===== config.mk =====
export PLATFORM = sky130hd
export DESIGN_NAME = csr_access_unit
export DESIGN_NICKNAME = d
export VERILOG_FILES = /design/src/rtl/csr_access_unit.sv
export SDC_FILE = /design/constraint.sdc
export NUM_CORES = 1
export LEC_CHECK = 0
export BUFFER_PORTS_ARGS = -buffer_cell sky130_fd_sc_hd__clkbuf_2
export CORE_UTILIZATION = 45
export CTS_CLUSTER_DIAMETER = 50
export DETAILED_ROUTE_END_ITERATION = 16
export PLACE_DENSITY = 0.77
export SLEW_MARGIN = 5
export SYNTH_ARGS = -nofsm -noshare
export SYNTH_HDL_FRONTEND = slang
export SYNTH_SLANG_ARGS = --single-unit

===== constraint.sdc =====
create_clock -name clk_i -period 1.6 [get_ports clk_i]
set_input_delay 0.32 -clock clk_i [delete_from_list [all_inputs] [get_ports clk_i]]
set_output_delay 0.32 -clock clk_i [all_outputs]
set_load 0.02 [all_outputs]

===== src/rtl/csr_access_unit.sv =====
// Zicsr execute sequencer: read-modify-write against a CSR file with
// registered read data, returning the old CSR value for rd writeback.
module csr_access_unit #(
    parameter int XLEN = 32
) (
    input  logic            clk_i,
    input  logic            rst_i,
    input  logic            valid_i,
    output logic            ready_o,
    input  logic [2:0]      funct3_i,
    input  logic [11:0]     csr_addr_i,
    input  logic [XLEN-1:0] rs1_data_i,
    input  logic [4:0]      rs1_idx_i,
    input  logic [4:0]      rd_idx_i,
    input  logic            flush_i,
    output logic [11:0]     csr_address_o,
    output logic            csr_read_enable_o,
    output logic            csr_write_enable_o,
    output logic [XLEN-1:0] csr_write_data_o,
    input  logic [XLEN-1:0] csr_read_data_i,
    output logic            result_valid_o,
    input  logic            result_ready_i,
    output logic [4:0]      rd_idx_o,
    output logic [XLEN-1:0] rd_data_o,
    output logic            rd_we_o,
    output logic            illegal_o
);

    // state | meaning
    // IDLE  | waiting for a decoded CSR op
    // READ  | read enable pulse toward the CSR file
    // WRITE | read data returns, new value written, old value captured
    // RESP  | result presented until result_ready_i
    localparam logic [1:0] IDLE  = 2'd0;
    localparam logic [1:0] READ  = 2'd1;
    localparam logic [1:0] WRITE = 2'd2;
    localparam logic [1:0] RESP  = 2'd3;

    logic [1:0]      state;
    logic [1:0]      op_q;
    logic [11:0]     addr_q;
    logic [4:0]      rd_idx_q;
    logic [XLEN-1:0] operand_q;
    logic            read_needed_q;
    logic            write_needed_q;
    logic            illegal_q;
    logic [XLEN-1:0] rd_data_q;

    logic            accept;
    logic            is_rw;
    logic            read_needed;
    logic            write_needed;
    logic            addr_ok;
    logic            illegal;
    logic [XLEN-1:0] operand;
    logic [XLEN-1:0] old_value;
    logic [XLEN-1:0] new_value;

    assign ready_o = (state == IDLE);
    // A flush in the accept cycle cancels the offered op.
    assign accept  = valid_i && ready_o && !flush_i;

    always_comb begin
        addr_ok = 1'b0;
        case (csr_addr_i)
            12'h300, 12'h301, 12'h304, 12'h305,
            12'h340, 12'h341, 12'h342, 12'h344: addr_ok = 1'b1;
            default:                            addr_ok = 1'b0;
        endcase
    end

    assign is_rw        = (funct3_i[1:0] == 2'b01);
    assign read_needed  = !(is_rw && (rd_idx_i == 5'd0));
    assign write_needed = is_rw || (rs1_idx_i != 5'd0);
    assign illegal      = (funct3_i[1:0] == 2'b00) || !addr_ok ||
                          ((csr_addr_i[11:10] == 2'b11) && write_needed);
    assign operand      = funct3_i[2] ? {{(XLEN-5){1'b0}}, rs1_idx_i} : rs1_data_i;

    always_ff @(posedge clk_i or negedge rst_i) begin
        if (!rst_i) begin
            state          <= IDLE;
            op_q           <= 2'b00;
            addr_q         <= 12'h000;
            rd_idx_q       <= 5'd0;
            operand_q      <= '0;
            read_needed_q  <= 1'b0;
            write_needed_q <= 1'b0;
            illegal_q      <= 1'b0;
            rd_data_q      <= '0;
        end else begin
            case (state)
                IDLE: begin
                    if (accept) begin
                        op_q           <= funct3_i[1:0];
                        addr_q         <= csr_addr_i;
                        rd_idx_q       <= rd_idx_i;
                        operand_q      <= operand;
                        read_needed_q  <= read_needed;
                        write_needed_q <= write_needed;
                        illegal_q      <= illegal;
                        rd_data_q      <= '0;
                        state          <= illegal ? RESP : READ;
                    end
                end
                READ: begin
                    state <= flush_i ? IDLE : WRITE;
                end
                WRITE: begin
                    rd_data_q <= old_value;
                    state     <= RESP;
                end
                default: begin
                    if (result_ready_i) begin
                        state <= IDLE;
                    end
                end
            endcase
        end
    end

    assign old_value = read_needed_q ? csr_read_data_i : '0;

    always_comb begin
        new_value = operand_q;
        case (op_q)
            2'b10:   new_value = old_value | operand_q;
            2'b11:   new_value = old_value & ~operand_q;
            default: new_value = operand_q;
        endcase
    end

    // All outputs decode from the state register so reset clears them at once.
    assign csr_address_o      = (state == IDLE) ? 12'h000 : addr_q;
    assign csr_read_enable_o  = (state == READ) && read_needed_q;
    assign csr_write_enable_o = (state == WRITE) && write_needed_q;
    assign csr_write_data_o   = (state == WRITE) ? new_value : '0;

    assign result_valid_o = (state == RESP);
    assign illegal_o      = (state == RESP) && illegal_q;
    assign rd_we_o        = (state == RESP) && !illegal_q && (rd_idx_q != 5'd0);
    assign rd_idx_o       = (state == RESP) ? rd_idx_q : 5'd0;
    assign rd_data_o      = (state == RESP) ? rd_data_q : '0;

endmodule


==> results by group <==
Status
  • Violated checks: setup timing
  • Result of the run: finished, violations left

Worst setup path
  • Crit Path Class: flip-flop to output pin
  • Worst EP required: 1280 ps
  • WP data arrival: roughly 1800 ps
  • Startpoint types: flip-flop
  • Worst-path maximum fanout: 11
  • Worst Setup End Kind: output pin

Finish
  • Commonest non-fill, non-tap cell in the layout: clkbuf_2
  • Final #Nets: between 800 and 900
  • Commonest cells after routing, fill and taps aside: clkbuf_2, dfrtp_1, buf_6, and2_4
  • Area of the multi-input gates: between 2000 and 3000 µm²
  • Register area: about 2200 µm²
  • Filler instances: between 500 and 600
  • Fraction of layout cells with a size suffix above 1: 0.622
  • Area growth syn-to-layout: 79.5%
  • Antenna cells: 0
  • Final core utilization: 0.847
  • Fin area: roughly 8400 µm²

Synth
  • Cells after synthesis: 500
  • Ys Warns: 0
  • Main synth FF type: dfrtp_1
  • Post-synthesis sequential area ratio: 0.471
  • Number of synthesized flops with an enable pin: 0
  • Cell area after synthesis: 4680 µm²
  • Synthesized area per cell: just over 9 µm²
  • Syn nets: roughly 600
  • Cell variety after synth: 30
  • FFs w/ async S/R, synth: 1.00
  • Synthesized flop and latch total: just under 90

Pwr
  • Maximum vdd drop: between 1.5 and 2 mV
  • Leak pwr: 4.01 nW
  • Power per cell area: between 2000 and 2500 nW/µm²

Timing
  • RSZ-0062 raised after global routing: yes
  • Relative slew slack: 0.646
  • Final slew viol count: 0
  • Finish-stage setup viols: roughly 180
  • Fmax: 484 MHz
  • Final Hold Slack: around 170 ps
  • Final Hold Viols: 0
  • Final period utilization: 1.29
  • Measured slew at the worst slew-check pin: between 500 and 600 ps
  • Setup ws final: -468 ps
  • Clock Skew: approximately 19 ps
  • Final min period: between 2000 and 2500 ps
  • Setup TNS: -47700 ps

Run
  • Max Cap Viol: 0

Route
  • Vias: ~5200
  • Initial DRC Count: 487
  • Detail Route Antenna Nets: 0
  • DRC viols: 0
  • WL final: about 20000 µm
  • Avg Vias per Cell: 6.02
  • Wire per inst: ~23 µm
  • Drt first pass iters: 5

Die
  • Top Ports: 181
  • Site Rows: 36
  • Core area: between 9000 and 10000 µm²
  • Vert. Die Dim: between 100 and 150 µm
  • Die area: about 11000 µm²
  • Die W: roughly 100 µm
  • Initial core utilization: 0.472

Clocking
  • Clock root buffer: clkbuf_8
  • Clk_lat worst skew: between 300 and 400 ps
  • Reg clk slew, reported paths: around 100 ps
  • CTS Buffer Depth: 2
  • TritonCTS Buffers: 9
  • Clk sinks: between 80 and 90
  • CTS tree: yes
  • H-tree depth: 3

Global routing
  • Largest net degree at the start of global routing: 42
  • Overflow after GRT: 0
  • All-Layer GR Usage: 0.282
  • Initial antenna violation count: 0
  • Vias in the first global route: slightly below 5000
  • First-pass GRT wire length: approximately 24000 µm

Placed design
  • DP HPWL: roughly 9000 µm
  • Placed Area: between 5000 and 6000 µm²
  • Routability cong.: a little under 0.8
  • Setup WS pre-CTS: -331 ps
  • Buffers on Ports: 180

Min path
  • Hold Crit Class: primary input to flip-flop
[sequential cells by signal (all words and copies together), names as in the netlist]
signal,flops
operand_q,32
op_q,2
state,2
write_needed_q,1
illegal_q,1
rd_idx_q,5
addr_q,12
read_needed_q,1
rd_data_q,32
[layer usage]
metal,routed length (µm),track usage,up-vias
li1,-,-,2207
met2,10000,0.497,384
met4,1070,0.111,0
met1,6980,0.337,2560
met5,0,0,-
met3,1840,0.0558,89
[critical path, cell delays in order (launching register included)]
cell     delay [ps]
dfrtp_1         420
buf_6           160
ha_4            260
buf_12          160
nor3b_2         200
buf_4           180
[cell families after synthesis]
family	after synthesis	share of synthesized area
adders and majority gates	5	0.0134
DFF	88	0.471
AOI/OAI and AO/OA	108	0.155
buffers and inverters	46	0.0396
and+or+nand+nor	228	0.263
muxes	25	0.0589
[cell usage after synthesis (2+ instances only)]
master | number | area, µm²
dfrtp_1 | 88 | 2200
and2_1 | 72 | 450
nand2_1 | 69 | 259
o21ai_0 | 67 | 335
a32o_1 | 32 | 320
nand3_1 | 32 | 160
clkbuf_1 | 29 | 109
nand2b_1 | 28 | 175
mux2_2 | 20 | 225
nor2b_1 | 14 | 87.6
buf_2 | 10 | 50.1
ha_1 | 5 | 62.6
mux2i_1 | 5 | 50.1
inv_1 | 4 | 15.0
nor2_1 | 4 | 15.0
buf_1 | 3 | 11.3
or4_1 | 3 | 22.5
a21oi_1 | 2 | 10.0
nor3_1 | 2 | 10.0
[final cells by class]
class / instances / area share
clock buffers: 10 / 0.0152
clock inverters: 5 / 0.0127
inverters: 4 / 0.00239
multi-input cells: 367 / 0.347
flip-flops and latches: 88 / 0.263
well taps: 133 / 0.0198
repair buffers: 264 / 0.340
[power breakdown]
part | leakage (nW) | internal (mW) | switching (mW) | total [mW]
combinational | 2.77 | 5.94 | 5.24 | 11.2
clock | 0.113 | 1.03 | 0.849 | 1.88
sequential | 1.13 | 3.15 | 0.839 | 3.99
total | 4.01 | 10.1 | 6.93 | 17.1
[final timing paths]
path / from / end / slack [ps] / depth (start not counted)
min reg2reg: rd_data_q[29]$_DFFE_PN0P_ / rd_data_q[29]$_DFFE_PN0P_ / 490 / 1
max reg2reg: state[1]$_DFFE_PN0P_ / state[1]$_DFFE_PN0P_ / -390 / 10
max in group asynchronous: rst_i / operand_q[9]$_DFFE_PN0P_ / 550 / 3
min in group asynchronous: rst_i / state[0]$_DFFE_PN0P_ / 420 / 2
min: rs1_data_i[28] / operand_q[28]$_DFFE_PN0P_ / 170 / 3
max: state[0]$_DFFE_PN0P_ / rd_we_o / -470 / 5
[timing repair]
item / in CTS / in global routing
endpoints found under the hold margin: 30 / 0
hold buffers: 1 / 0
pin swaps: 11 / 52
gates cloned: 13 / 17
endpoints found under the setup margin: 139 / 175
gates resized for setup: 158 / 376
buffers inserted: 22 / 19
[through the flow]
stage                     total power, mW  std cells
after floorplan                      7.39        500
after global placement               9.22        793
after global routing                 17.6        871
final                                17.1        871
after CTS                            13.9        843
after detailed placement             9.46        793
Power figures use the tool's default switching activity.
